$ cat src/rtl/vga_timing_controller_if.sv
// vga_timing_controller_if: drawer-side and DAC-side signals of the VGA raster timing controller
// master = timing controller (drives coordinates, strobes, syncs and colour to the DAC)
// slave  = drawer/DAC side (drives R_i/G_i/B_i, observes everything else)
interface vga_timing_controller_if;
  logic [7:0] R_i;
  logic [7:0] G_i;
  logic [7:0] B_i;
  logic [9:0] x_o;
  logic [9:0] y_o;
  logic       pixel_tick_o;
  logic       frame_start_o;
  logic       hsync_o;
  logic       vsync_o;
  logic       blank_n_o;
  logic       sync_n_o;
  logic       vga_clk_o;
  logic [7:0] R_o;
  logic [7:0] G_o;
  logic [7:0] B_o;
  modport master (
    input  R_i, G_i, B_i,
    output x_o, y_o, pixel_tick_o, frame_start_o, hsync_o, vsync_o,
           blank_n_o, sync_n_o, vga_clk_o, R_o, G_o, B_o
  );
  modport slave (
    output R_i, G_i, B_i,
    input  x_o, y_o, pixel_tick_o, frame_start_o, hsync_o, vsync_o,
           blank_n_o, sync_n_o, vga_clk_o, R_o, G_o, B_o
  );
endinterface

$ cat src/rtl/vga_timing_controller.sv
// vga_timing_controller: VGA raster timing generator with registered sync/blank/colour toward the DAC
// clk/rst: system clock, synchronous active-high reset
// bus (master): R_i/G_i/B_i drawer colour in; x_o/y_o raw counters, pixel_tick_o, frame_start_o,
//               hsync_o/vsync_o (active low), blank_n_o, sync_n_o (tied 0), vga_clk_o, R_o/G_o/B_o out
module vga_timing_controller #(
  parameter int H_VISIBLE = 640,
  parameter int H_FRONT   = 16,
  parameter int H_SYNC    = 96,
  parameter int H_BACK    = 48,
  parameter int V_VISIBLE = 480,
  parameter int V_FRONT   = 10,
  parameter int V_SYNC    = 2,
  parameter int V_BACK    = 33,
  parameter int CLK_DIV   = 2
) (
  input logic                    clk,
  input logic                    rst,
  vga_timing_controller_if.master bus
);
  localparam int H_TOTAL = H_VISIBLE + H_FRONT + H_SYNC + H_BACK;
  localparam int V_TOTAL = V_VISIBLE + V_FRONT + V_SYNC + V_BACK;
  localparam int DW      = $clog2(CLK_DIV);
  logic [DW-1:0] r_div;
  logic [9:0]    r_h;
  logic [9:0]    r_v;
  logic          r_hs;
  logic          r_vs;
  logic          r_bn;
  logic [7:0]    r_r;
  logic [7:0]    r_g;
  logic [7:0]    r_b;
  logic          w_tick;
  logic          w_h_last;
  logic          w_v_last;
  logic          w_vis;
  logic          w_hs_on;
  logic          w_vs_on;
  assign w_tick   = r_div == DW'(CLK_DIV - 1);
  assign w_h_last = r_h == 10'(H_TOTAL - 1);
  assign w_v_last = r_v == 10'(V_TOTAL - 1);
  assign w_vis    = (r_h < 10'(H_VISIBLE)) && (r_v < 10'(V_VISIBLE));
  assign w_hs_on  = (r_h >= 10'(H_VISIBLE + H_FRONT)) && (r_h < 10'(H_VISIBLE + H_FRONT + H_SYNC));
  assign w_vs_on  = (r_v >= 10'(V_VISIBLE + V_FRONT)) && (r_v < 10'(V_VISIBLE + V_FRONT + V_SYNC));
  // Sync/blank/colour are computed from the pre-increment counters, so they lag x_o/y_o by one pixel.
  always_ff @(posedge clk) begin
    if (rst) begin
      r_div <= '0;
      r_h   <= '0;
      r_v   <= '0;
      r_hs  <= 1'b1;
      r_vs  <= 1'b1;
      r_bn  <= 1'b0;
      r_r   <= '0;
      r_g   <= '0;
      r_b   <= '0;
    end else begin
      r_div <= w_tick ? '0 : r_div + DW'(1);
      if (w_tick) begin
        r_h  <= w_h_last ? '0 : r_h + 10'd1;
        r_v  <= w_h_last ? (w_v_last ? '0 : r_v + 10'd1) : r_v;
        r_hs <= !w_hs_on;
        r_vs <= !w_vs_on;
        r_bn <= w_vis;
        r_r  <= w_vis ? bus.R_i : '0;
        r_g  <= w_vis ? bus.G_i : '0;
        r_b  <= w_vis ? bus.B_i : '0;
      end
    end
  end
  // Strobes are gated by rst so they stay low throughout a reset cycle, even mid-frame.
  assign bus.pixel_tick_o  = w_tick && !rst;
  assign bus.frame_start_o = w_tick && !rst && (r_h == '0) && (r_v == '0);
  assign bus.vga_clk_o     = r_div >= DW'(CLK_DIV / 2);
  assign bus.x_o           = r_h;
  assign bus.y_o           = r_v;
  assign bus.hsync_o       = r_hs;
  assign bus.vsync_o       = r_vs;
  assign bus.blank_n_o     = r_bn;
  assign bus.sync_n_o      = 1'b0;
  assign bus.R_o           = r_r;
  assign bus.G_o           = r_g;
  assign bus.B_o           = r_b;
endmodule

$ cat src/flat_wrapper.sv
// flat-port wrapper written by rule: the top's interface ports become plain ports
module vga_timing_controller_flat 
#(
  parameter int H_VISIBLE = 640,
  parameter int H_FRONT   = 16,
  parameter int H_SYNC    = 96,
  parameter int H_BACK    = 48,
  parameter int V_VISIBLE = 480,
  parameter int V_FRONT   = 10,
  parameter int V_SYNC    = 2,
  parameter int V_BACK    = 33,
  parameter int CLK_DIV   = 2
)
  (clk, rst, bus_R_i, bus_G_i, bus_B_i, bus_x_o, bus_y_o, bus_pixel_tick_o, bus_frame_start_o, bus_hsync_o, bus_vsync_o, bus_blank_n_o, bus_sync_n_o, bus_vga_clk_o, bus_R_o, bus_G_o, bus_B_o);
  vga_timing_controller_if bus_i ();
  input logic clk;
  input logic rst;
  input wire logic [$bits(bus_i.R_i)-1:0] bus_R_i;
  input wire logic [$bits(bus_i.G_i)-1:0] bus_G_i;
  input wire logic [$bits(bus_i.B_i)-1:0] bus_B_i;
  output wire logic [$bits(bus_i.x_o)-1:0] bus_x_o;
  output wire logic [$bits(bus_i.y_o)-1:0] bus_y_o;
  output wire logic [$bits(bus_i.pixel_tick_o)-1:0] bus_pixel_tick_o;
  output wire logic [$bits(bus_i.frame_start_o)-1:0] bus_frame_start_o;
  output wire logic [$bits(bus_i.hsync_o)-1:0] bus_hsync_o;
  output wire logic [$bits(bus_i.vsync_o)-1:0] bus_vsync_o;
  output wire logic [$bits(bus_i.blank_n_o)-1:0] bus_blank_n_o;
  output wire logic [$bits(bus_i.sync_n_o)-1:0] bus_sync_n_o;
  output wire logic [$bits(bus_i.vga_clk_o)-1:0] bus_vga_clk_o;
  output wire logic [$bits(bus_i.R_o)-1:0] bus_R_o;
  output wire logic [$bits(bus_i.G_o)-1:0] bus_G_o;
  output wire logic [$bits(bus_i.B_o)-1:0] bus_B_o;
  assign bus_i.R_i = bus_R_i;
  assign bus_i.G_i = bus_G_i;
  assign bus_i.B_i = bus_B_i;
  assign bus_x_o = bus_i.x_o;
  assign bus_y_o = bus_i.y_o;
  assign bus_pixel_tick_o = bus_i.pixel_tick_o;
  assign bus_frame_start_o = bus_i.frame_start_o;
  assign bus_hsync_o = bus_i.hsync_o;
  assign bus_vsync_o = bus_i.vsync_o;
  assign bus_blank_n_o = bus_i.blank_n_o;
  assign bus_sync_n_o = bus_i.sync_n_o;
  assign bus_vga_clk_o = bus_i.vga_clk_o;
  assign bus_R_o = bus_i.R_o;
  assign bus_G_o = bus_i.G_o;
  assign bus_B_o = bus_i.B_o;
  vga_timing_controller #(.H_VISIBLE(H_VISIBLE), .H_FRONT(H_FRONT), .H_SYNC(H_SYNC), .H_BACK(H_BACK), .V_VISIBLE(V_VISIBLE), .V_FRONT(V_FRONT), .V_SYNC(V_SYNC), .V_BACK(V_BACK), .CLK_DIV(CLK_DIV)) u_core (.clk(clk), .rst(rst), .bus(bus_i));
endmodule
$ cat config.mk
export PLATFORM = sky130hd
export DESIGN_NAME = vga_timing_controller_flat
export DESIGN_NICKNAME = d
export VERILOG_FILES = /design/src/rtl/vga_timing_controller_if.sv /design/src/rtl/vga_timing_controller.sv /design/src/flat_wrapper.sv
export SDC_FILE = /design/constraint.sdc
export NUM_CORES = 1
export LEC_CHECK = 0
export CAP_MARGIN = 10
export CORE_ASPECT_RATIO = 2
export CORE_MARGIN = 2
export CORE_UTILIZATION = 40
export CTS_BUF_LIST = sky130_fd_sc_hd__clkbuf_8
export DETAILED_ROUTE_END_ITERATION = 8
export GPL_ROUTABILITY_DRIVEN = 0
export PLACE_DENSITY = 0.79
export SETUP_SLACK_MARGIN = 0.05
export SLEW_MARGIN = 20
export SYNTH_ARGS = -nofsm -noshare
export SYNTH_HDL_FRONTEND = slang
export SYNTH_SLANG_ARGS = --single-unit
$ cat constraint.sdc
create_clock -name clk -period 1.7 [get_ports clk]
set_input_delay 0.34 -clock clk [delete_from_list [all_inputs] [get_ports clk]]
set_output_delay 0.34 -clock clk [all_outputs]
set_load 0.01 [all_outputs]
# == After elaboration in Yosys (flattened, before gate mapping) ==
# Index checks and enable logic that the tools add are counted.
# op_classes
eq_ne,2
n_addsub,3
mux,5
n_reduce_logical,13
n_lt_le_gt_ge,7
# ops
op,n
8-bit 2-to-1 mux,3
"10-bit by 1-bit adder with 10-bit output, second input constant",2
"10-bit == test, second input constant",2
10-bit logical NOT,2
"10-bit < comparator, second input constant",2
"10-bit by 9-bit < comparator with 1-bit output, second input constant",2
10-bit 2-to-1 mux,2
"10-bit greater-or-equal comparator, second input constant",1
"10-bit by 9-bit greater-or-equal comparator with 1-bit output, second input constant",1
1-bit logical AND,6
1-bit logical NOT,3
2-bit AND reduction,1
2-bit OR reduction,1
"1-bit adder, second input constant",1
"1-bit greater-or-equal comparator, second input constant",1
# word_totals
in_bits,26
wordCells,39
reg_bits,48
out_inout_bits,51

# == Longest topological paths before layout ==
# Gate-level depths: netlist of the first run.
# depth
depth_word,4
ltp_mapped,6
depth_no_buf,6

# == Worst setup path after synthesis of the first run ==
# Ideal clock, no wire load.
# synth_timing
path_kind,register to register
from,"register u_core.r_h[0], in the netlist u_core.bus.x_o[0]"
to,"register u_core.r_v[6], in the netlist u_core.bus.y_o[6]"
synth_period_minus_slack_ns,1.898
t_arrival_ns,1.827
setup_ns,0.071
required_time_ns,1.629
path_stages_with_launch,7
slack_ns,-0.198
path_buffers,1
cell_sequence,dfxtp_1 ha_1 nand2_1 or3_1 clkbuf_2 or4_1 a21oi_1
# synth_between
elab_chain_len,2
# synth_lines
item,line,rtl
"start, declared",vga_timing_controller.sv:24,logic [9:0] r_h;
"start signal, assigned",vga_timing_controller.sv:59,r_h <= w_h_last ? '0 : r_h + 10'd1;
10-bit == test,vga_timing_controller.sv:39,assign w_h_last = r_h == 10'(H_TOTAL - 1);
2-bit AND reduction (no source line),-,
"end signal, assigned",vga_timing_controller.sv:60,r_v <= w_h_last ? (w_v_last ? '0 : r_v + 10'd1) : r_v;
"end, declared",vga_timing_controller.sv:25,logic [9:0] r_v;
# Every way passes these cells.
# A chain may end at the register's enable or synchronous reset.

# == Worst setup path after layout of the first run ==
# layout_timing
from,"register u_core.r_v[7], in the netlist u_core.bus.y_o[7]"
to,output port bus_frame_start_o
# layout_between
elab_chain_len,2
# layout_lines
item,line,rtl
10-bit logical NOT,vga_timing_controller.sv:72,assign bus.frame_start_o = w_tick && !rst && (r_h == '0) && (r_v == '0);
1-bit logical AND,vga_timing_controller.sv:72,
"end, declared",flat_wrapper.sv:24,output wire logic [$bits(bus_i.frame_start_o)-1:0] bus_frame_start_o;
# Every way passes these cells.

==> flow_summary.yaml, run 1 <==
timing:
  worst_slew_pin_slew_ns: 0.593
  final-setup-viol-count: 8
  hold_slack_ns: 0.468
  hold_violations: 0
  finalCriticalPeriod_ns: 1.82
  final_max_slew_viol_count: 0
  fmax_mhz: 548
  rsz0062_at_grt: "true"
  finalCritPeriodShare_pct: 107
  relSlewSlack_pct: 60.4
  fin_skew_ns: 0.00600
  fin_ws_ns: -0.125
drt:
  postRouteWirelength_um: 7210
  drtAntennaViolNets: 0
  vias: 2156
  via_per_inst: 5.63
  drc: 0
  wl_per_cell_um: 18.8
  drt_iter0_drc: 75
  first_pass_iters: 4
synth:
  synthAdderAreaFrac_pct: 2.56
  post-synth-top-count-cell: "dfxtp_1"
  ys_seq_area_share_pct: 49.2
  synth_compound_area_share_pct: 17.9
  yosysWarnings: 0
  synth-simple-area-share_pct: 21.9
  synth.area.mux_share_pct: 0
  synth_top_family_by_area: "simple AND/OR/NAND/NOR gates"
  netlist_instances: 202
  ys_top_cells_by_area: "dfxtp_1 (49%), a22o_1 (11%), nor2_1 (3.5%), nand3_1 (2.8%), xor2_1 (2.7%)"
  async_reset_ff_share_pct: 0
  synth_edf_count: 0
  synth.distinct_cells: 40
  avgSynthCellArea_um2: 9.68
  syn_area_um2: 1950
  synthXorXnorAreaFrac_pct: 4.48
  yosysTopAreaCell: "dfxtp_1"
  synth_ff_type: "dfxtp_1"
  synth_seq_cells: 48
  syn_nets: 232
  synth_common_cells: "dfxtp_1 (48), a22o_1 (25), nor2_1 (18), nand3_1 (11), nand2_1 (10)"
  synth_top_area_share_pct: 49.2
cells_and_area:
  drive_above_1_share_pct: 34.4
  nNetsFinal: 356
  num-fill-cells: 344
  final_cells: 383
  syn2layout_area_growth_pct: 81.8
  diodes: 0
cts:
  h-tree-depth: 2
  cts_sinks: 48
  clk_path_buf_depth: 2
  numCtsBuffers: 5
  cts.clk_slew.worst_paths_ns: 0.09
  clk_latency_ns: 0.30
  cts_root_buffer: "clkbuf_8"
  ctsHoldBuffers: 0
  tritoncts: "built"
floorplan:
  io_pins: 77
  dieArea_um2: 5490
  num_rows: 36
  die_w_um: 53.4
  die_h_um: 103
  start_util_pct: 40.9
  core_um2: 4770
status:
  violations: "setup timing"
  status: "finished with violations"
worst_setup_path:
  timing.critical_path.cells: "nor4_4, nand3_2, nor4_2, buf_2"
  arrival_ns: 1.48
  startpoint_type: "register"
  cp_slowest_cell: "dfxtp_2"
  cp.required_ns: 1.36
  crit_fanout: 2
  slowest_delay_ns: 0.35
  end_kind: "output pin"
  critical_path_class: "reg -> out"
global_route:
  grt_pass1_wl_um: 9830
  grt_max_degree: 27
  gr-total-overflow: 0
  grt_pass1_vias: 2014
  antenna_found_initial: 0
  groute.usage.overall_pct: 23.9
placement:
  portBuffers: 75
  dpl_worst_slack_ns: -0.666
  dp.cells: 362
  hpwl_um: 4000
power:
  peakVddDrop_mv: 0.730
  leakagePower_nw: 1.67
  power_density_nw_per_um2: 703
worst_hold_path:
  hold_class: "reg -> reg"
flow_run:
  maxCapViolations: 0
[final cells by class]
| class | instances | area (um^2) | area share [%] |
|---|---|---|---|
| clock buffers | 5 | 68.8 | 1.94 |
| clock inverters | 2 | 60.1 | 1.69 |
| inverters | 8 | 30.0 | 0.845 |
| multi-input cells | 136 | 1110 | 31.3 |
| flip-flops and latches | 48 | 991 | 27.9 |
| well taps | 57 | 71.3 | 2.01 |
| repair buffers | 127 | 1220 | 34.3 |
[layer usage]
layer	up-vias	track usage [%]	share of wire (%)
li1	987	-	-
met1	1021	29.7	39
met5	-	0	0
met4	0	11.0	3.7
met2	113	39.3	52
met3	35	4.20	5.5
[critical path, delay by kind of cell, from the launching register on]
family | cells | cell delay [ns]
buffers and inverters | 1 | 0.16
and+or+nand+nor | 3 | 0.68
DFF | 1 | 0.35
[per-stage QoR]
step                      cell area [um^2]  setup TNS [ns]  total power, W  utilization (%)
after detailed placement              3090          -10.06         0.00151             64.7
final                                 3550          -0.543         0.00250             74.4
after floorplan                       2020               0         0.00132                -
after CTS                             3380          -0.109         0.00246             70.7
after global routing                  3550           -2.36         0.00257             74.4
after global placement                3090           -8.30         0.00150             64.7
[final timing paths]
check,from,end,slack [ns],cells after the start
worst min register to register,u_core.bus.blank_n_o,u_core.bus.blank_n_o,0.47,1
worst min-delay path,u_core.bus.blank_n_o,u_core.bus.blank_n_o,0.47,1
worst max register to register,u_core.bus.x_o[0],u_core.bus.y_o[9],-0.12,9
worst max-delay path,u_core.bus.y_o[7],bus_frame_start_o,-0.12,4
[cells in the final DEF (no fill, tap or decap), drive strengths merged, types with 8 or more instances in the layout]
master and instances:
clkdlybuf4s50 52, nand2 10, buf 51, nor2 18, nor3 9, nand3 11
dlygate4sd2 15, a22o 26, dfxtp 48, inv 8
[what timing repair did]
item / in CTS / in global routing
buffers inserted: 9 / 3
resized for setup: 55 / 29
cloned: 0 / 2
pin swaps: 6 / 9
setup endpoints to repair: 50 / 43
[flip-flops by register name, summed over array words and instances (netlist names)]
name and flops:
u_core.bus.G_o 8, u_core.bus.blank_n_o 1, u_core.bus.vsync_o 1, u_core.bus.hsync_o 1, u_core.r_div 1, u_core.bus.R_o 8
u_core.bus.y_o 10, u_core.bus.B_o 8, u_core.bus.x_o 10
[report_power, final]
part	internal (W)	switching (W)	total, W	leakage, nW
sequential	0.00116	0.0000244	0.00119	0.402
clock	0.000579	0.000381	0.000960	0.0642
combinational	0.000213	0.000136	0.000349	1.20
[cells by family (layout without fill, tap and decap cells)]
family / count (synthesis) / after routing
AND/OR/NAND/NOR: 76 / 76
flip-flops: 48 / 48
buffers and inverters: 18 / 142
AO/OA/AOI/OAI: 45 / 45
XOR/XNOR: 10 / 10
adder cells (fa/ha/maj): 4 / 4
other: 1 / 1
Note: power is estimated with default switching activity, not from simulation.
==> run 2: changes to the inputs <==
CORE_UTILIZATION = 39   (was 40)
CTS_BUF_LIST = sky130_fd_sc_hd__clkbuf_8 sky130_fd_sc_hd__clkbuf_16   (was sky130_fd_sc_hd__clkbuf_8)
PLACE_DENSITY = 0.78   (was 0.79)
==> run 2 against run 1 <==
The flow still finishes with violations (setup timing). Register-to-register slack improved by 0.14 ns. Sequential power barely moved. Flip-flop and latch count stayed put. Global-route usage fell by 2.5 points. Highest routed layer unchanged. Clock skew increased by 0.0028 ns. Largest power group unchanged. Combinational power is 5% lower. Power decreased by 3.9%. Die area rose by 2.4%.
==> flow_summary.yaml, run 2 (same netlist as run 1, synthesis figures left out) <==
status:
  status: "finished with violations"
  violations: "setup timing"
drt:
  drc: 0
  wl_per_cell_um: 15.4
  drt_iter0_drc: 60
  vias: 2068
  postRouteWirelength_um: 5870
  drtAntennaViolNets: 0
  via_per_inst: 5.44
  first_pass_iters: 4
flow_run:
  maxCapViolations: 0
worst_setup_path:
  cp.required_ns: 1.36
  end_kind: "output pin"
  critical_path_class: "reg -> out"
  startpoint_type: "register"
  ff2ff_setup_slack_ns: 0.02
  crit_fanout: 2
  arrival_ns: 1.46
cts:
  cts_sinks: 48
  cts_root_buffer: "clkbuf_8"
  cts.clk_slew.worst_paths_ns: 0.09
  clk_path_buf_depth: 2
  h-tree-depth: 2
  ctsHoldBuffers: 0
  clk_latency_ns: 0.31
  tritoncts: "built"
  numCtsBuffers: 5
timing:
  finalCritPeriodShare_pct: 106
  rsz0062_at_grt: "true"
  fin_skew_ns: 0.00882
  final-setup-viol-count: 1
  final_max_slew_viol_count: 0
  fin_ws_ns: -0.0983
  fmax_mhz: 556
  finalCriticalPeriod_ns: 1.80
  hold_violations: 0
  hold_slack_ns: 0.462
global_route:
  antenna_found_initial: 0
  gr-total-overflow: 0
  grt_max_degree: 27
  grt_pass1_vias: 2010
  groute.usage.overall_pct: 21.4
  grt_pass1_wl_um: 9180
floorplan:
  core_um2: 4860
  io_pins: 77
  die_w_um: 54.1
  start_util_pct: 40.2
  dieArea_um2: 5630
  die_h_um: 104
  num_rows: 36
cells_and_area:
  num-fill-cells: 377
  final_cell_mix: "clkdlybuf4s50_1 (52), buf_4 (40), dfxtp_1 (31)"
  syn2layout_area_growth_pct: 74.6
  final_cells: 380
  layout_commonest_cell: "clkdlybuf4s50_1"
  stdcell_area_um2: 3410
  nNetsFinal: 352
  multi_input_area_um2: 1060
  regArea_um2: 982
  diodes: 0
  drive_above_1_share_pct: 29.7
power:
  leakagePower_nw: 1.57
  power_w: 0.00240
  power_density_nw_per_um2: 703
  peakVddDrop_mv: 0.650
placement:
  dpl_worst_slack_ns: -0.656
  hpwl_um: 4260
  dpl_cell_area_um2: 3130
  dp.cells: 366
  portBuffers: 75
worst_hold_path:
  hold_class: "reg -> reg"
## run 2: cell type report
class                      count  share of cell area, %
inverter                       8                  0.880
tap                           57                   2.09
sequential                    48                   28.8
clock buffer                   6                   2.42
multi-input combinational    136                   31.0
timing repair buffer         123                   33.7
clock inverter                 2                   1.14
## run 2: critical path, stage by stage (launching register included)
cell	delay [ns]
dfxtp_2	0.33
inv_2	0.07
ha_4	0.13
nor4b_4	0.18
nand2_1	0.07
nor4_1	0.21
buf_2	0.17
## run 2: layer usage
layer / wire, um / track usage, %
met5: 0 / 0
met4: 266 / 8.93
met3: 384 / 4.60
met2: 3130 / 36.5
met1: 2090 / 24.5
## run 2: report_power, final
| part | switching, W | internal, W |
|---|---|---|
| clock | 0.000397 | 0.000481 |
| combinational | 0.000123 | 0.000207 |
| sequential | 0.0000249 | 0.00117 |
| total | 0.000545 | 0.00185 |
## run 2: worst paths after layout
kind	depth (start not counted)	endpoint	startpoint
max	6	bus_frame_start_o	u_core.bus.x_o[1]
min	1	u_core.bus.blank_n_o	u_core.bus.blank_n_o
max reg2reg	5	u_core.bus.y_o[6]	u_core.bus.x_o[5]
min reg2reg	1	u_core.bus.blank_n_o	u_core.bus.blank_n_o
## run 2: metrics by stage
| step | util (%) | TNS, ns |
|---|---|---|
| floorplan | - | 0 |
| global placement | 64.3 | -2.99 |
| detailed placement | 64.3 | -3.85 |
| CTS | 68.4 | -0.151 |
| global route | 70.2 | -0.206 |
| finish | 70.2 | -0.0983 |
## run 2: what timing repair did
action                                  in CTS  in global routing
pin swaps                                    6                  7
buffers inserted                             3                  3
resized for setup                           46                 15
gates cloned                                 0                  1
endpoints found under the setup margin      28                 15
==> run 3: changes to the inputs <==
SLEW_MARGIN = default   (was 20)
==> results of run 3 <==
Final layout, timing and power as in run 2 (identical DEF).
